### src/rtl/idu_issue_sequencer.sv
// idu_issue_sequencer: issues {CMD, Operand_ID, DATA} words to the IDU array and
// turns INIT/CTS pseudo-ops into one-cycle pulses followed by a settle wait.
//
// Ports:
//   sys_clk, sys_resetb        clock (rising edge), async active-low reset
//   enable                     gates new accepts only
//   flush                      synchronous abort to IDLE
//   instr_valid/instr_ready    input handshake
//   instr_cmd/operand/data     instruction word
//   cmd_o/operand_o/data_o     registered IDU CMD, Operand_ID, DATA_i0
//   init_o, cts_o              one-cycle pulses to the IDU
//   busy                       high while not IDLE
//   issue_count                wrapping count of forwarded real opcodes
module idu_issue_sequencer #(
    parameter logic [3:0] OP_NOP    = 4'b0000,
    parameter logic [3:0] OP_INIT   = 4'b0001,
    parameter logic [3:0] OP_CTS    = 4'b0010,
    parameter int         INIT_WAIT = 17,
    parameter int         CTS_WAIT  = 17
) (
    input  logic        sys_clk,
    input  logic        sys_resetb,
    input  logic        enable,
    input  logic        flush,
    input  logic        instr_valid,
    output logic        instr_ready,
    input  logic [3:0]  instr_cmd,
    input  logic [7:0]  instr_operand,
    input  logic [47:0] instr_data,
    output logic [3:0]  cmd_o,
    output logic [7:0]  operand_o,
    output logic [47:0] data_o,
    output logic        init_o,
    output logic        cts_o,
    output logic        busy,
    output logic [15:0] issue_count
);
    typedef enum logic [1:0] {S_IDLE, S_ISSUE, S_WAIT} state_t;
    // The counter is loaded one below the wait length: the pulse cycle itself
    // is the first non-accepting cycle, and the counter==0 cycle is the last.
    localparam logic [4:0] INIT_LOAD = 5'(INIT_WAIT - 1);
    localparam logic [4:0] CTS_LOAD  = 5'(CTS_WAIT - 1);

    state_t      r_state, w_state_nxt;
    logic [4:0]  r_cnt, w_cnt_nxt;
    logic [3:0]  r_cmd, w_cmd_nxt;
    logic [7:0]  r_operand, w_operand_nxt;
    logic [47:0] r_data, w_data_nxt;
    logic        r_init, w_init_nxt;
    logic        r_cts, w_cts_nxt;
    logic [15:0] r_count, w_count_nxt;
    logic        w_accept, w_is_init, w_is_cts, w_is_real;

    assign instr_ready = enable & ~flush & (r_state != S_WAIT);
    assign w_accept    = instr_valid & instr_ready;
    assign w_is_init   = instr_cmd == OP_INIT;
    assign w_is_cts    = instr_cmd == OP_CTS;
    assign w_is_real   = w_accept & ~w_is_init & ~w_is_cts;

    always_ff @(posedge sys_clk or negedge sys_resetb) begin
        if (!sys_resetb) begin
            r_state   <= S_IDLE;
            r_cnt     <= '0;
            r_cmd     <= OP_NOP;
            r_operand <= '0;
            r_data    <= '0;
            r_init    <= 1'b0;
            r_cts     <= 1'b0;
            r_count   <= '0;
        end else begin
            r_state   <= w_state_nxt;
            r_cnt     <= w_cnt_nxt;
            r_cmd     <= w_cmd_nxt;
            r_operand <= w_operand_nxt;
            r_data    <= w_data_nxt;
            r_init    <= w_init_nxt;
            r_cts     <= w_cts_nxt;
            r_count   <= w_count_nxt;
        end
    end

    always_comb begin
        w_state_nxt = S_IDLE;
        w_cnt_nxt   = '0;
        if (flush) begin
            w_state_nxt = S_IDLE;
        end else if (w_accept) begin
            w_state_nxt = w_is_real ? S_ISSUE : S_WAIT;
            w_cnt_nxt   = w_is_init ? INIT_LOAD : w_is_cts ? CTS_LOAD : 5'd0;
        end else if (r_state == S_WAIT) begin
            w_state_nxt = (r_cnt == 5'd0) ? S_IDLE : S_WAIT;
            w_cnt_nxt   = (r_cnt == 5'd0) ? 5'd0 : r_cnt - 5'd1;
        end
    end

    // flush forces instr_ready low, so w_accept already covers the flush case.
    always_comb begin
        w_cmd_nxt     = w_is_real ? instr_cmd : OP_NOP;
        w_operand_nxt = w_is_real ? instr_operand : r_operand;
        w_data_nxt    = w_is_real ? instr_data : r_data;
        w_init_nxt    = w_accept & w_is_init;
        w_cts_nxt     = w_accept & w_is_cts;
        w_count_nxt   = r_count + {15'd0, w_is_real};
    end

    assign cmd_o       = r_cmd;
    assign operand_o   = r_operand;
    assign data_o      = r_data;
    assign init_o      = r_init;
    assign cts_o       = r_cts;
    assign busy        = r_state != S_IDLE;
    assign issue_count = r_count;
endmodule

### config.mk
export PLATFORM = sky130hd
export DESIGN_NAME = idu_issue_sequencer
export DESIGN_NICKNAME = d
export VERILOG_FILES = /design/src/rtl/idu_issue_sequencer.sv
export SDC_FILE = /design/constraint.sdc
export NUM_CORES = 1
export LEC_CHECK = 0
export CAP_MARGIN = 20
export CORE_UTILIZATION = 38
export CTS_CLUSTER_DIAMETER = 30
export DETAILED_ROUTE_END_ITERATION = 8
export PLACE_DENSITY = 0.76
export RECOVER_POWER = 100
export SLEW_MARGIN = 20
export SYNTH_ARGS = -nofsm -noshare
export SYNTH_HDL_FRONTEND = slang
export SYNTH_SLANG_ARGS = --single-unit
### constraint.sdc
create_clock -name sys_clk -period 2.4 [get_ports sys_clk]
set_clock_uncertainty 0.05 [all_clocks]
set_input_delay 0.48 -clock sys_clk [delete_from_list [all_inputs] [get_ports sys_clk]]
set_output_delay 0.48 -clock sys_clk [all_outputs]
set_load 0.01 [all_outputs]
* Word-level counts from Yosys, hierarchy flattened
Cells that the tools add are included.
** Storage, ports and cells
- Logic and storage cells :: 38
- Flip-flop bits (word level) :: 85
- Input bits :: 65
** Operators by class
- $add $sub $neg :: 2
- Mux-type cells :: 12
- Equality and inequality tests :: 4
- Reductions and logical operators :: 2
- Bitwise gates (word level) :: 10
** Operators with widths (number)
- 5-bit two-way mux :: 6
- 16-bit by 1-bit adder with 16-bit output :: 1
- 2-bit two-way mux :: 5
- 1-bit bitwise AND :: 7
- 5-bit zero test :: 1
- 5-bit by 1-bit subtractor with 5-bit output, second input constant :: 1
- 4-bit by 1-bit == test with 1-bit output, second input constant :: 1
- 4-bit by 2-bit == test with 1-bit output, second input constant :: 1
- 4-bit two-way mux :: 1
- 1-bit NOT :: 3
- 2-bit == test, second input constant :: 1
- 2-bit inequality test, second input constant :: 1
- 2-bit nonzero test :: 1

* Longest topological paths before layout
Gate-level depths: netlist of run 1.
- Depth in word-level cells :: 9
- Mapped depth :: 11
- Mapped depth without buffers :: 10

* Worst setup path after synthesis of run 1
OpenSTA, ideal clock, no wires.
- Kind :: register -> register
- From :: reg r_state[1]
- To :: reg r_count[13] (netlist: issue_count[13])
- Path buffers :: 1
- Data required time :: 2.271 ns
- Cell stages (with the launch flop) :: 11
- Path slack :: 0.160 ns
- Setup time :: 0.079 ns
- Clock period less this slack :: 2.240 ns
- Arrival time :: 2.110 ns
- Cell sequence :: dfrtp_1 > nor2b_4 > and4bb_4 > nand2b_4 > inv_2 > buf_4 > ha_1 > nand3_1 > or2_2 > nor3_1 > xor2_1
** Between the ends
- Word-level cells in the longest chain between the ends :: 6
** Ends and longest elaborated chain
- start, declared :: RTL line 44 : state_t r_state, w_state_nxt;
- start signal, assigned :: RTL line 71 : r_state <= w_state_nxt;
- 2-bit inequality test :: RTL line 54 : assign instr_ready = enable & ~flush & (r_state != S_WAIT);
- 1-bit bitwise AND :: RTL line 54
- 1-bit bitwise AND :: RTL line 55 : assign w_accept = instr_valid & instr_ready;
- 1-bit bitwise AND (2 in a row) :: RTL line 58 : assign w_is_real = w_accept & ~w_is_init & ~w_is_cts;
- via w_is_real :: RTL line 52 : logic w_accept, w_is_init, w_is_cts, w_is_real;
- 16-bit by 1-bit adder with 16-bit output :: RTL line 103 : w_count_nxt = r_count + {15'd0, w_is_real};
- via w_count_nxt[13] :: RTL line 51 : logic [15:0] r_count, w_count_nxt;
- end signal, assigned :: RTL line 78 : r_count <= w_count_nxt;
- end, declared :: RTL line 51
The timed path passes the listed nets, and every way through them passes these cells.
A chain may end at the register's enable or synchronous reset.

* Worst setup path after layout of run 1
- From :: in instr_cmd[1]
- To :: reg r_count[9] (netlist: issue_count[9])
** Between the ends
- Word-level cells in the longest chain between the ends :: 5
- Elaborated cells on any way between the ends :: 7
- Classes of those cells :: add/sub (1); eq/ne (2); bitwise (4)
** Ends and longest elaborated chain
- start, declared :: RTL line 27 : input logic [3:0] instr_cmd,
- 4-bit by 1-bit == test with 1-bit output :: RTL line 56 : assign w_is_init = instr_cmd == OP_INIT;
- 1-bit NOT :: RTL line 58
- 1-bit bitwise AND :: RTL line 58
- 1-bit bitwise AND (*) :: RTL line 58
- 16-bit by 1-bit adder with 16-bit output (*) :: RTL line 103
- via w_count_nxt[9] :: RTL line 51
Mark *: on every way through the listed nets, which the timed path passes. The rest lies on a longest branch.

==> results of run 1 <==
==> worst min-delay path by stage <==
| stage | slack (ps) | endpoint | from |
|---|---|---|---|
| global placement | 390 | data_o[11] | sys_resetb |
| floorplan | 130 | cmd_o[0] | sys_resetb |
| CTS | 10 | data_o[17] | sys_resetb |
| finish | 400 | r_cnt[0] | r_cnt[0] |
| detailed placement | 400 | data_o[11] | sys_resetb |
| global route | 440 | r_cnt[0] | r_cnt[0] |
==> per-stage QoR <==
step | instance area, µm² | TNS (ps) | worst slack [ps] | total power (W) | std cells
finish | 5130 | 0 | 196 | 0.00378 | 500
global route | 5130 | 0 | 84.7 | 0.00402 | 500
CTS | 5230 | 0 | 48.1 | 0.00403 | 500
detailed placement | 5010 | -612 | -139 | 0.00297 | 484
global placement | 5010 | -187 | -81.4 | 0.00293 | 484
floorplan | 3400 | 0 | 160 | 0.00225 | 224
==> kinds of logic (layout without fill, tap and decap cells) <==
kind of cell             Yosys count  count (layout)  synth area share, %
flip-flops                        85              85                 62.6
XOR/XNOR                          17              17                 4.38
AND/OR/NAND/NOR                   47              47                 7.74
buffers and inverters             13             181                 2.95
AO/OA/AOI/OAI                      3               3                0.442
multiplexers                      56              56                 20.8
adder cells (fa/ha/maj)            3               3                 1.11
==> cell type report <==
cell class	instances	area (µm²)	area share (%)
sequential	85	2130	41.5
timing repair buffer	158	1540	30.1
multi-input combinational	126	1090	21.2
clock buffer	12	155	3.03
tap	108	135	2.64
clock inverter	4	56.3	1.10
inverter	7	26.3	0.512
==> per-layer routing <==
layer	GRT usage, %	vias up
met1	18.2	1134
met5	0	-
li1	-	1082
met3	7.98	4
met2	27.7	93
met4	4.17	0
==> critical path, cell delays in order <==
cell	delay, ps
clkdlybuf4s50_1	440
xnor2_1	140
nor3_1	230
nand2b_4	200
inv_2	50
ha_1	170
nand3_1	90
clkbuf_1	160
nor2_1	90
and3_1	190
xor2_1	130
==> registers in the layout (all words and copies together) (netlist names) <==
name and flops:
operand_o 8, data_o 48, cmd_o 4, r_cnt 5
cts_o 1, issue_count 16, r_state 2, init_o 1
==> power by group <==
group | total [W] | leakage (nW) | internal [W] | switching (W)
clock network | 0.00103 | 0.107 | 0.000544 | 0.000489
registers | 0.00181 | 1.06 | 0.00167 | 0.000136
logic | 0.000940 | 1.14 | 0.000582 | 0.000358
==> placed cells by master, fill, tap and decap left out, drive strengths merged, types with 7 or more instances in the layout <==
cell | Yosys | layout
dfrtp | 85 | 85
buf | 6 | 9
clkbuf | 0 | 18
nand2 | 7 | 7
nor2 | 13 | 13
inv | 7 | 7
xnor2 | 11 | 11
nand3 | 7 | 7
mux2 | 56 | 56
dlygate4sd3 | 0 | 79
clkdlybuf4s50 | 0 | 63
==> flow_metrics.py, run 1 <==
metrics = {
    "global_route": {
        "grt_pass1_vias": 2408,
        "grt_max_degree": 35,
        "grt_first_pass_wirelength_um": 11400,
        "grt_usage_pct": 16.3,
        "grt.overflow.total": 0,
        "antenna_found_initial": 0,
    },
    "die": {
        "dieArea_mm2": 0.00932,
        "die_h_um": 96.6,
        "ioPinCount": 145,
        "num_rows": 34,
        "initial_core_util_pct": 39.1,
        "core_area_mm2": 0.00868,
        "die_w_um": 96.6,
    },
    "finish": {
        "area_growth_pct": 50.9,
        "drive_above_1_share_pct": 17.9,
        "final_util_pct": 59.1,
        "nets": 455,
        "antennaDiodeCount": 0,
        "nFillCells": 723,
    },
    "critical_path": {
        "r2r_slack_ps": 270,
        "critPathLaunch": "instr_cmd[1]",
        "path_class": "in -> reg",
        "r2r-end": "issue_count[10]",
        "critPathCapture": "issue_count[9]",
        "rr_worst_depth": 10,
        "cp_max_fo": 4,
        "cp-end-kind": "register",
        "worst_ep_arrival_time_ps": 2380,
        "cp-start-kind": "input port",
        "timing.rr.start": "r_state[1]",
        "worstPathRequired_ps": 2580,
    },
    "drt": {
        "ant_nets": 0,
        "routed_wl_um": 7100,
        "met2_length_um": 3520,
        "vias_per_cell": 4.63,
        "avgRoutedWirePerCell_um": 14.2,
        "remaining_drc_errors": 0,
        "vias": 2313,
        "drt_iter0_drc": 43,
        "first_pass_iters": 4,
        "highest-signal-layer": "met4",
        "wl_met1_um": 2840,
        "wl_met3_um": 683,
    },
    "clocking": {
        "cts_root_buffer": "clkbuf_8",
        "cts_setup_buffers": 0,
        "cts_max_path_buffers": 2,
        "postCtsHoldBufs": 0,
        "cts_tree": "built",
        "clock_latency_ps": 340,
        "cts-resized-gates": 0,
        "cts-htree-levels": 3,
        "clkSinkCount": 85,
        "cts_buffers": 9,
        "clkTransAtPathRegs_ps": 80,
    },
    "timing": {
        "final-setup-viol-count": 0,
        "period_share_pct": 91.8,
        "rsz0062_at_grt": "false",
        "hold_viol": 0,
        "relSlewSlack_pct": -18.2,
        "slew_violations": 31,
        "tightest_slew_ps": 1770,
        "min_period_ps": 2200,
        "holdWs_ps": 404,
        "fmax_mhz": 454,
    },
    "synth": {
        "ys_ff_latch": 85,
        "ys_async_sr_fraction_pct": 100,
        "synth_ff_type": "dfrtp_1",
        "yosysSeqAreaShare_pct": 62.6,
        "synth_area_leaders": "dfrtp_1 63%, mux2_2 12%, mux2_4 8.8%, xnor2_1 2.8%, xor2_1 1.5%",
        "syn_area_mm2": 0.00340,
        "synth_edf_count": 0,
        "ys_top_cells_by_count": "85 x dfrtp_1, 36 x mux2_2, 20 x mux2_4",
        "syn_inst": 224,
        "synth_warnings": 0,
        "synth_nets": 292,
        "synth_most_common_cell": "dfrtp_1",
        "synth_cell_type_count": 27,
        "synth_top_area_cell": "dfrtp_1",
        "avgSynthCellArea_um2": 15.2,
        "synth_top_area_share_pct": 62.6,
    },
    "placed_design": {
        "dp_hpwl_um": 5440,
        "io_buffers": 144,
        "place.gp.congestion": 0.692,
    },
    "min_path": {
        "min_path_type": "reg -> reg",
        "worstHoldPathCells": 1,
    },
    "pwr": {
        "leakagePower_nw": 2.31,
        "cellPowerDensity_mw_per_mm2": 738,
        "max-vdd-ir-drop_uv": 467,
    },
    "job": {
        "maxCapViolCount": 1,
    },
    "run_status": {
        "violations": "max-capacitance violations, max-slew violations",
        "outcome": "finished, violations left",
    },
}
Note: power is estimated with default switching activity, not from simulation.
==> run 2: changes to the inputs <==
--- a/config.mk
+++ b/config.mk
@@ -8,6 +8,7 @@
 export CAP_MARGIN = 20
 export CORE_UTILIZATION = 38
 export CTS_CLUSTER_DIAMETER = 30
+export CTS_CLUSTER_SIZE = 16
 export DETAILED_ROUTE_END_ITERATION = 8
 export PLACE_DENSITY = 0.76
 export RECOVER_POWER = 100
==> results of run 2 <==
Final layout, timing and power as in run 1 (identical DEF).
==> run 3: changes to the inputs <==
--- a/config.mk
+++ b/config.mk
@@ -10,6 +10,7 @@
 export CTS_CLUSTER_DIAMETER = 30
 export CTS_CLUSTER_SIZE = 16
 export DETAILED_ROUTE_END_ITERATION = 8
+export GPL_ROUTABILITY_DRIVEN = 0
 export PLACE_DENSITY = 0.76
 export RECOVER_POWER = 100
 export SLEW_MARGIN = 20
==> constraint.sdc (replaced) <==
create_clock -name sys_clk -period 2.4 [get_ports sys_clk]
set_clock_uncertainty 0.05 [all_clocks]
set_input_delay 0.24 -clock sys_clk [delete_from_list [all_inputs] [get_ports sys_clk]]
set_output_delay 0.24 -clock sys_clk [all_outputs]
set_load 0.01 [all_outputs]
==> run 3 against run 2 <==
The flow now finishes without violations. Critical path depth shrank 2. Non-clock buffer count shrank 7. Worst hold slack gained 8.0 ps. First-iteration DRC count grew 9.3%. Critical path type is now reg -> reg. Critical endpoint is now issue_count[13]. Die area is the same. Combinational power shrank 1%. Sequential power is essentially flat. Clock power is essentially flat. Via count shrank 2.1%. Fmax grew 2.8%.
==> flow_metrics.py, run 3 (synthesis results as in run 1) <==
metrics = {
    "finish": {
        "final_util_pct": 58.6,
        "antennaDiodeCount": 0,
        "finalNonFillerCells": 493,
        "mostFrequentLayoutCell": "dfrtp_1",
        "drive_above_1_share_pct": 17.7,
        "area_growth_pct": 49.7,
        "nets": 448,
        "layout_common_cells": "85 x dfrtp_1, 81 x dlygate4sd3_1, 63 x clkdlybuf4s50_1",
        "nFillCells": 749,
        "largest_reg_flops": 48,
    },
    "critical_path": {
        "worstPathRequired_ps": 2620,
        "path_class": "reg -> reg",
        "cp-end-kind": "register",
        "cp_max_fo": 5,
        "cp-start-kind": "register",
        "worst_ep_arrival_time_ps": 2370,
    },
    "die": {
        "num_rows": 34,
        "initial_core_util_pct": 39.1,
        "die_w_um": 96.6,
        "core_area_mm2": 0.00868,
        "dieArea_mm2": 0.00932,
        "die_h_um": 96.6,
        "ioPinCount": 145,
    },
    "timing": {
        "period_share_pct": 89.3,
        "min_period_ps": 2140,
        "fin_ws_ps": 256,
        "rsz0062_at_grt": "false",
        "final-setup-viol-count": 0,
        "fmax_mhz": 466,
        "tightest_slew_ps": 1250,
        "tns_ps": 0,
        "relSlewSlack_pct": 16.6,
        "slew_violations": 0,
        "hold_viol": 0,
    },
    "global_route": {
        "grt_usage_pct": 16.0,
        "grt_max_degree": 53,
        "grt_pass1_vias": 2357,
        "grt_first_pass_wirelength_um": 11200,
        "antenna_found_initial": 0,
        "grt.overflow.total": 0,
    },
    "placed_design": {
        "place_ws_ps": 60.3,
        "dpl.cell_count": 476,
        "dp_hpwl_um": 5130,
        "io_buffers": 144,
    },
    "clocking": {
        "cts_tree": "built",
        "clock_latency_ps": 340,
        "cts_setup_buffers": 0,
        "clkTransAtPathRegs_ps": 80,
        "cts_root_buffer": "clkbuf_8",
        "cts-htree-levels": 3,
        "clkSinkCount": 85,
        "postCtsHoldBufs": 1,
        "cts-resized-gates": 0,
        "cts_buffers": 9,
        "cts_max_path_buffers": 2,
    },
    "drt": {
        "wl_met1_um": 2900,
        "vias_per_cell": 4.59,
        "first_pass_iters": 3,
        "remaining_drc_errors": 0,
        "avgRoutedWirePerCell_um": 14.0,
        "met2_length_um": 3240,
        "highest-signal-layer": "met4",
        "routed_wl_um": 6910,
        "drt_iter0_drc": 47,
        "vias": 2264,
        "wl_met3_um": 673,
        "ant_nets": 0,
    },
    "pwr": {
        "cellPowerDensity_mw_per_mm2": 742,
        "leakagePower_nw": 2.28,
        "max-vdd-ir-drop_uv": 415,
    },
    "run_status": {
        "outcome": "complete, no violations",
    },
    "job": {
        "maxCapViolCount": 0,
    },
    "min_path": {
        "min_path_type": "reg -> reg",
    },
}
-- run 3: critical path, cell delays in order, from the launching register on --
cell      delay, ps
dfrtp_1         390
nor2b_4         140
and4bb_4        380
nand2b_4         80
inv_2            80
ha_1            150
nand3_1          90
or2_2           340
nor3_1          230
xor2_1          160
-- run 3: path summary, 6_finish.rpt --
check / depth (start not counted) / from / slack [ps] / to
setup / recovery: 9 / r_state[1] / 260 / issue_count[13]
hold / removal: 1 / r_cnt[0] / 410 / r_cnt[0]
setup reg to reg: 9 / r_state[1] / 260 / issue_count[13]
hold reg to reg: 1 / r_cnt[0] / 410 / r_cnt[0]
max in group asynchronous: 3 / sys_resetb / 420 / r_state[1]
min in group asynchronous: 2 / sys_resetb / 660 / data_o[9]
-- run 3: layout make-up --
class,count,area [µm²],area share (%)
timing repair buffer,151,1490,29.3
tap,108,135,2.66
multi-input combinational,126,1100,21.6
clock inverter,5,58.8,1.16
clock buffer,11,151,2.98
inverter,7,26.3,0.517
sequential,85,2130,41.8
-- run 3: power breakdown --
part / leakage [nW] / internal, W / total [W] / switching (W)
Sequential: 1.06 / 0.00167 / 0.00180 / 0.000130
Clock: 0.102 / 0.000538 / 0.00104 / 0.000504
Combinational: 1.12 / 0.000575 / 0.000929 / 0.000355
Total: 2.28 / 0.00279 / 0.00378 / 0.000989
-- run 3: metal layers --
layer  up-vias  track usage, %
met2        90            25.7
li1       1069               -
met3        11            6.26
met4         0            6.86
met1      1094            19.2
met5         -               0
-- run 3: stage by stage --
stage                     hold slack (ps)  instance area, µm²  power (W)
final                                 412                5080    0.00378
after global routing                  426                5080    0.00400
after detailed placement              265                4950    0.00295
after global placement                266                4950    0.00293
after CTS                             414                5170    0.00401
after floorplan                      -106                3400    0.00225
